<file path="config.mk">
export PLATFORM = sky130hd
export DESIGN_NAME = seq_detect_ctrl
export DESIGN_NICKNAME = d
export VERILOG_FILES = /design/src/rtl/seq_det_pkg.sv /design/src/rtl/seq_det_match.sv /design/src/rtl/seq_detect_ctrl.sv
export SDC_FILE = /design/constraint.sdc
export NUM_CORES = 1
export LEC_CHECK = 0
export CAP_MARGIN = 30
export CELL_PAD_IN_SITES_DETAIL_PLACEMENT = 1
export CELL_PAD_IN_SITES_GLOBAL_PLACEMENT = 1
export CORE_ASPECT_RATIO = 0.7
export CORE_MARGIN = 1.5
export CORE_UTILIZATION = 39
export CTS_CLUSTER_DIAMETER = 150
export DETAILED_ROUTE_END_ITERATION = 10
export PLACE_DENSITY = 0.85
export SLEW_MARGIN = 15
export SYNTH_ARGS = -nofsm -noshare
export SYNTH_HDL_FRONTEND = slang
export SYNTH_SLANG_ARGS = --single-unit
</file>
<file path="constraint.sdc">
create_clock -name clk -period 2.9 [get_ports clk]
set_input_delay 0.435 -clock clk [delete_from_list [all_inputs] [get_ports clk]]
set_output_delay 0.435 -clock clk [all_outputs]
set_load 0.02 [all_outputs]
</file>
<file path="src/rtl/seq_det_pkg.sv">
// ---------------------------------------------------------------------------
// seq_det_pkg: shared types and defaults for the serial pattern detector.
// Rev 1.0
// ---------------------------------------------------------------------------
`default_nettype none

package seq_det_pkg;

  typedef enum logic [1:0] {
    IDLE = 2'd0,
    RUN  = 2'd1,
    HALT = 2'd2
  } state_t;

  localparam int MAX_LEN_DEF = 8;
  localparam int LEN_W_DEF   = 4;
  localparam int CNT_W_DEF   = 8;
  localparam int MIN_LEN     = 2;

endpackage

`default_nettype wire

</file>
<file path="src/rtl/seq_det_match.sv">
// ---------------------------------------------------------------------------
// seq_det_match: shift register, fill counter and masked pattern compare.
// Rev 1.0 -- SEQ_DET_NONOVERLAP_EN flushes history after each hit.
// ---------------------------------------------------------------------------
`default_nettype none

module seq_det_match
  import seq_det_pkg::*;
#(
  parameter int MAX_LEN = MAX_LEN_DEF,
  parameter int LEN_W   = LEN_W_DEF
) (
  input  logic               clk,
  input  logic               rst,
  input  logic               clear,
  input  logic               shift_en,
  input  logic               in_bit,
  input  logic [MAX_LEN-1:0] pattern,
  input  logic [LEN_W-1:0]   len,
  output logic               hit
);

  localparam logic [LEN_W-1:0] FILL_MAX = LEN_W'(MAX_LEN);

  logic [MAX_LEN-1:0] shreg;
  logic [MAX_LEN-1:0] shreg_nxt;
  logic [MAX_LEN-1:0] mask;
  logic [LEN_W-1:0]   fill;
  logic [LEN_W-1:0]   fill_nxt;

  // Hit is judged on the post-shift view so the match register lags by one cycle.
  always_comb begin
    shreg_nxt = (shreg << 1) | {{(MAX_LEN-1){1'b0}}, in_bit};
    fill_nxt  = (fill == FILL_MAX) ? fill : fill + LEN_W'(1);
    for (int i = 0; i < MAX_LEN; i++) begin
      mask[i] = (i < int'(len));
    end
    hit = shift_en && (fill_nxt >= len) && (((shreg_nxt ^ pattern) & mask) == '0);
  end

  always_ff @(posedge clk) begin
    if (rst || clear) begin
      shreg <= '0;
      fill  <= '0;
    end else if (shift_en) begin
`ifdef SEQ_DET_NONOVERLAP_EN
      if (hit) begin
        shreg <= '0;
        fill  <= '0;
      end else begin
        shreg <= shreg_nxt;
        fill  <= fill_nxt;
      end
`else
      shreg <= shreg_nxt;
      fill  <= fill_nxt;
`endif
    end
  end

endmodule

`default_nettype wire

</file>
<file path="src/rtl/seq_detect_ctrl.sv">
// ---------------------------------------------------------------------------
// seq_detect_ctrl: configurable serial pattern-detection controller.
// Rev 1.0 -- SEQ_DET_NONOVERLAP_EN selects non-overlapping detection.
// ---------------------------------------------------------------------------
`default_nettype none

module seq_detect_ctrl
  import seq_det_pkg::*;
#(
  parameter int MAX_LEN = MAX_LEN_DEF,
  parameter int LEN_W   = LEN_W_DEF,
  parameter int CNT_W   = CNT_W_DEF
) (
  input  logic               clk,
  input  logic               rst,
  input  logic               cfg_valid,
  output logic               cfg_ready,
  input  logic [MAX_LEN-1:0] cfg_pattern,
  input  logic [LEN_W-1:0]   cfg_len,
  input  logic [CNT_W-1:0]   cfg_limit,
  output logic               cfg_err,
  input  logic               start,
  input  logic               stop,
  input  logic               in_valid,
  input  logic               in_bit,
  output logic               match,
  output logic [CNT_W-1:0]   match_cnt,
  output logic               busy,
  output logic               done,
  output logic               cfg_ok
);

  localparam logic [LEN_W-1:0] LEN_LO = LEN_W'(MIN_LEN);
  localparam logic [LEN_W-1:0] LEN_HI = LEN_W'(MAX_LEN);

  state_t             state;
  state_t             state_nxt;
  logic [MAX_LEN-1:0] pat_reg;
  logic [LEN_W-1:0]   len_reg;
  logic [CNT_W-1:0]   limit_reg;
  logic [CNT_W-1:0]   cnt_inc;
  logic               cfg_take;
  logic               len_bad;
  logic               shift_en;
  logic               clear;
  logic               hit;
  logic               halt_hit;

  seq_det_match #(
    .MAX_LEN (MAX_LEN),
    .LEN_W   (LEN_W)
  ) u_match (
    .clk      (clk),
    .rst      (rst),
    .clear    (clear),
    .shift_en (shift_en),
    .in_bit   (in_bit),
    .pattern  (pat_reg),
    .len      (len_reg),
    .hit      (hit)
  );

  // stop outranks start everywhere, and a stop cycle never shifts or matches.
  always_comb begin
    cfg_take  = cfg_valid && (state == IDLE);
    len_bad   = (cfg_len < LEN_LO) || (cfg_len > LEN_HI);
    shift_en  = (state == RUN) && in_valid && !stop;
    clear     = start && !stop && (((state == IDLE) && cfg_ok) || (state == HALT));
    cnt_inc   = (match_cnt == '1) ? match_cnt : match_cnt + CNT_W'(1);
    halt_hit  = hit && (limit_reg != '0) && (cnt_inc == limit_reg);
    state_nxt = state;
    case (state)
      IDLE:    if (clear) state_nxt = RUN;
      RUN: begin
        if (stop)          state_nxt = IDLE;
        else if (halt_hit) state_nxt = HALT;
      end
      HALT: begin
        if (stop)       state_nxt = IDLE;
        else if (start) state_nxt = RUN;
      end
      default: state_nxt = IDLE;
    endcase
  end

  always_ff @(posedge clk) begin
    if (rst) state <= IDLE;
    else     state <= state_nxt;
  end

  always_ff @(posedge clk) begin
    if (rst) begin
      match     <= 1'b0;
      match_cnt <= '0;
      cfg_err   <= 1'b0;
      cfg_ok    <= 1'b0;
      pat_reg   <= '0;
      len_reg   <= '0;
      limit_reg <= '0;
    end else begin
      match   <= hit;
      cfg_err <= cfg_take && len_bad;
      if (cfg_take && !len_bad) begin
        pat_reg   <= cfg_pattern;
        len_reg   <= cfg_len;
        limit_reg <= cfg_limit;
        cfg_ok    <= 1'b1;
      end
      if (clear)    match_cnt <= '0;
      else if (hit) match_cnt <= cnt_inc;
    end
  end

  assign cfg_ready = (state == IDLE);
  assign busy      = (state == RUN);
  assign done      = (state == HALT);

endmodule

`default_nettype wire

</file>
* Word level (Yosys, flattened, before mapping)
Cells that the tools add are included. W data, S select, Z words.
Storage, ports and cells: flip-flop bits (word level) 44, input bits 27, output and inout port bits 14, word-level logic and storage cells 64
Cells by class: add/sub/neg operators 2, $lt $le $gt $ge 11, equal/unequal tests 8, mux-type cells 8, bitwise gates (word level) 3, reductions and logical operators 22
Operator list (number):
- $lt A3 B4 Y1 const A | 4
- $logic_and A1 B1 Y1 | 12
- $mux W2 | 5
- $add A8 B1 Y8 const B | 1
- $and A8 B8 Y8 | 1
- $eq A8 B8 Y1 | 1
- $eq A8 B8 Y1 const B | 1
- $logic_not A8 Y1 | 1
- $lt A1 B4 Y1 const A | 2
- $lt A2 B4 Y1 const A | 2
- $mux W8 | 1
- $or A8 B1 Y8 | 1
- $reduce_bool A8 Y1 | 1
- $xor A8 B8 Y8 | 1
- $pmux W2 S3 | 1
- $add A4 B1 Y4 const B | 1
- $eq A4 B4 Y1 const B | 1
- $ge A4 B4 Y1 | 1
- $gt A4 B4 Y1 const B | 1
- $lt A4 B2 Y1 const B | 1
- $mux W4 | 1
- $logic_or A1 B1 Y1 | 3
- $ne A3 B2 Y1 const B | 1
- $ne A3 B3 Y1 const B | 1
- 7 further kinds | 8

* Longest topological paths before layout
depth after elaboration 10, gate-level depth with buffers 12, depth with buffers taken out 12

* Cells and area by module
A second synthesis with hierarchy kept.
Second synthesis, totals: cells, all modules 283, area total of the unflattened synthesis 2469.9 sq um
Modules (own cells, without submodules):
- seq_detect_ctrl | instances 1, cells an instance 202, area each 1749.2 sq um
- seq_det_match | instances 1, cells an instance 81, area each 720.7 sq um

* Least setup slack after synthesis
No wires, ideal clock.
kind register -> register, start point reg match_cnt[0], end point reg state[0], library setup time 0.139 ns, arrival 2.138 ns, required time 2.761 ns, slack 0.623 ns, stages on the path, launching flop included 9, path buffers 1, path through dfxtp_1 > ha_1 > buf_4 > nand3_1 > or3_1 > a22oi_1 > o311a_1 > nor4b_1 > a31oi_1
On the way: word-level cells in the longest chain between the ends 6, elaborated cells on any way between the ends 7
Ends and longest elaborated chain:
- start, declared | line seq_detect_ctrl.sv:27 | output logic [CNT_W-1:0] match_cnt,
- start signal, assigned | line seq_detect_ctrl.sv:110 | else if (hit) match_cnt <= cnt_inc;
- $add A8 B1 Y8 / $eq A8 B8 Y1 (equally long branches) | line seq_detect_ctrl.sv:69 | cnt_inc = (match_cnt == '1) ? match_cnt : match_cnt + CNT_W'(1);
- $mux W8 * | line seq_detect_ctrl.sv:69
- $eq A8 B8 Y1 * | line seq_detect_ctrl.sv:70 | halt_hit = hit && (limit_reg != '0) && (cnt_inc == limit_reg);
- $logic_and A1 B1 Y1 * | line seq_detect_ctrl.sv:70
- $ne A3 B2 Y1 (no source line) *
- $reduce_and A3 Y1 (no source line) *
- end signal, assigned | line seq_detect_ctrl.sv:88 | else state <= state_nxt;
- end, declared | line seq_detect_ctrl.sv:36 | state_t state;
Every way passes the cells marked *; elsewhere a longest branch is shown, timed or not. A chain may end at the register's enable or synchronous reset.

* Worst setup path in the final report
start point reg u_match.fill[0], end point reg match_cnt[7]
On the way: word-level cells in the longest chain between the ends 5, elaborated cells on any way between the ends 6
Ends and longest elaborated chain:
- start, declared | line seq_det_match.sv:28 | logic [LEN_W-1:0] fill;
- start signal, assigned | line seq_det_match.sv:56 | fill <= fill_nxt;
- $add A4 B1 Y4 / $eq A4 B4 Y1 (equally long branches) | line seq_det_match.sv:34 | fill_nxt = (fill == FILL_MAX) ? fill : fill + LEN_W'(1);
- $mux W4 * | line seq_det_match.sv:34
- $ge A4 B4 Y1 * | line seq_det_match.sv:38 | hit = shift_en && (fill_nxt >= len) && (((shreg_nxt ^ pattern) & mask) == '0);
- $logic_and A1 B1 Y1 * (2 in series) | line seq_det_match.sv:38
Marked as above.

==> results.json <==
{
  "post_route_cells_drive_above_1_share": 0.0625,
  "clockPowerShare": 0.385,
  "sequential_cell_area_um2": 881,
  "leading_cell_types_by_count_after_synthesis": "dfxtp_1 (44), nor2_1 (36), nand2_1 (28)",
  "antenna_found_initial": 0,
  "hpwlAfterDp_um": 5000,
  "cellPowerDensity_nw_per_um2": 439,
  "ir_worst_vdd_mv": 0.234,
  "clock_sinks": 44,
  "synth_sequential_area_ratio": 0.372,
  "core_region_area_um2": 5780,
  "cts.htree.levels": 2,
  "status": "completed",
  "portion_of_netlist_area_occupied_by_mux_cells": 0.0936,
  "ys_seq_elements": 44,
  "synth.lib_cells_used.distinct": 51,
  "postCtsSetupRepairBufs": 0,
  "layout.filler_cells": 685,
  "cts_buffer_depth": 2,
  "finalCriticalPeriod_ns": 2.63,
  "die_height_um": 68.2,
  "grt_remaining_overflow": 0,
  "ys_async_sr_fraction": 0,
  "switchingPower_w": 0.000311,
  "synth_area_um2": 2370,
  "worst_skew_pair.late_latency_ns": 0.30,
  "tightestPinTransition_ns": 0.555,
  "timing.critical_path.from": "u_match.fill[0]",
  "holdPathEnd": "u_match.shreg[6]",
  "finalWeightedCongestion": 0.869,
  "grt_pass1_wl_um": 10600,
  "reg2reg_setup_slack_ns": 0.27,
  "dieWidth_um": 96.1,
  "drtPass1Iterations": 4,
  "post_drt_wl_per_cell_um": 16.5,
  "timing.hold.worst.start": "u_match.shreg[6]",
  "initial_utilization": 0.409,
  "critical_path_peak_fanout": 8,
  "syn_to_final_growth_pct": 24.9,
  "drt-total-wl_um": 6530,
  "num-nets-final": 353,
  "routed-via-count": 2191,
  "timing.critical_path.to_type": "register",
  "number_of_top_level_design_ports": 41,
  "post-synth-top-area-fraction": 0.372,
  "post_synth_inst_count": 281,
  "cts-buffers-inserted": 5,
  "largest_family_of_logic_cells_by_synthesized_area": "simple AND/OR/NAND/NOR gates",
  "timing.final.hold_violations": 0,
  "cp_data_arrival_time_ns": 2.83,
  "final.setup.tns_ns": 0,
  "number_of_placement_rows": 23,
  "power.total_w": 0.00130,
  "antenna_cells": 0,
  "synth_top_cells_by_area": "dfxtp_1 (37%), mux2i_1 (8.9%), nor2_1 (5.7%), nand2_1 (4.4%), a21oi_1 (4.2%)",
  "multiInputGateArea_um2": 1390,
  "grt_pass1_vias": 2134,
  "detail_route.drc_violations": 0,
  "internal_power_w": 0.000986,
  "p_comb_frac": 0.122,
  "worstSetupStartpointType": "register",
  "setup_viol": 0,
  "clk_root_buffer_cell": "clkbuf_8",
  "yosysMostFrequentCell": "dfxtp_1",
  "clk_pin_slew_worst_paths_ns": 0.08,
  "clock.fmax_ghz": 0.380,
  "synth_compound_gate_area_share": 0.151,
  "total_global_routing_track_utilization": 0.214,
  "min_path_type": "reg -> reg",
  "synthFlopType": "dfxtp_1",
  "timing.clock.skew_ns": 0.00896,
  "dpl-instance-area_um2": 2840,
  "timing.max_cap.violations": 0,
  "dr.first_iter.drc_count": 165,
  "detail_route.vias_per_cell": 5.55,
  "fin_area_um2": 2960,
  "io_buffer_count": 40,
  "synth-edff-count": 0,
  "crit_type": "reg -> reg",
  "drtAntennaViolNets": 0,
  "p_seq_frac": 0.493,
  "postCtsResizedCells": 0,
  "postSynthAreaPerCell_um2": 8.42,
  "synth_adder_area_share": 0.0370,
  "cellLeakagePower_nw": 1.23,
  "maxSlewViolCount": 0,
  "synth_warnings": 0,
  "largest_area_contributor_in_the_synthesized_netlist": "dfxtp_1",
  "regToRegStartpoint": "u_match.fill[0]",
  "switching_share": 0.240,
  "post_synth_and_or_nand_nor_area_fraction": 0.239,
  "rsz0062_at_grt": "false",
  "min_period_over_period": 0.906,
  "syn-num-nets": 315,
  "ff2ff_path_depth": 12,
  "timing.critical_path.required_ns": 3.10,
  "worst_slew_margin_rel": 0.629,
  "cts_hold_buf": 0,
  "grt_start_max_net_pins": 18,
  "hold_path_depth": 2,
  "tritoncts": "done",
  "post_synth_xor_area_fraction": 0.0666,
  "r2r-end": "match_cnt[7]",
  "design.die.area_um2": 6550
}
==> routing by layer <==
metal  part of all wire  wire, µm  vias to the layer above  GRT usage
met2               0.44      2850                       58      0.329
li1                   -         -                     1077          -
met1               0.51      3320                     1051      0.309
met5                  0         0                        -          0
met4             0.0093        61                        0     0.0588
met3              0.044       285                        5     0.0367
==> worst max path at each step <==
| stage | endpoint | cells past startpoint |
|---|---|---|
| 2_1_floorplan | state[0] | 8 |
| 6_report | match_cnt[7] | 12 |
| 3_5_place_dp | match_cnt[7] | 12 |
| 5_1_grt | match_cnt[7] | 12 |
| 3_3_place_gp | match_cnt[5] | 12 |
| 4_1_cts | match_cnt[7] | 12 |
==> final cells by class <==
cell class,instances,share of cell area
tap,75,0.0317
timing repair buffer,45,0.148
clock buffer,6,0.0279
clock inverter,2,0.0131
inverter,9,0.0114
sequential,44,0.298
multi-input combinational,214,0.470
==> power groups by stage <==
stage | Combinational (W) | Clock (W) | Sequential (W)
finish | 0.000158 | 0.000499 | 0.000640
global route | 0.000174 | 0.000533 | 0.000643
CTS | 0.000160 | 0.000510 | 0.000640
detailed placement | 0.000159 | 0 | 0.000654
global placement | 0.000153 | 0 | 0.000653
floorplan | 0.0000926 | 0 | 0.000649
==> cells by family (layout without fill, tap and decap cells) <==
group,count (synthesis),count (layout)
fa+ha+maj,7,7
mux,22,22
compound gates,52,52
xor+xnor,18,18
buf+inv,23,62
simple gates,115,115
flops,44,44
==> critical path, cell delays in order, from the launching register on <==
cell and delay (ns):
dfxtp_1 0.37, inv_1 0.10, ha_1 0.20, nand2_1 0.09, nor2_1 0.06, xnor2_1 0.14, ha_1 0.27, nand2b_1 0.10
a211oi_1 0.07, o21bai_1 0.32, o211a_1 0.40, a21oi_1 0.13, a311oi_1 0.27
==> placed cells by master, fill, tap and decap left out, types with 2 or more instances in the layout <==
cell type and count:
a211oi_1 2, a21oi_1 20, a22oi_1 2, a311oi_1 3
and2_1 2, and3_1 2, and4_1 3, buf_4 5
clkbuf_8 6, clkdlybuf4s50_1 40, dfxtp_1 44, ha_1 7
inv_1 9, mux2i_1 21, nand2_1 28, nand2b_1 2
nand3_1 9, nand3b_1 2, nand4_1 2, nor2_1 36
nor2b_1 3, nor3_1 8, nor4_1 4, o211a_1 2
o21ai_0 10, o21bai_1 2, or3_1 6, xnor2_1 8
xor2_1 10
==> metrics by stage <==
stage          hold WS, ns  setup WS, ns  cells  utilization
2_1_floorplan        0.448         0.623    281            -
3_3_place_gp         0.462         0.480    387        0.490
3_5_place_dp         0.485         0.351    387        0.490
4_1_cts              0.496         0.305    395        0.511
5_1_grt              0.509        0.0883    395        0.511
6_report             0.495         0.271    395        0.511
Power figures use the tool's default switching activity.
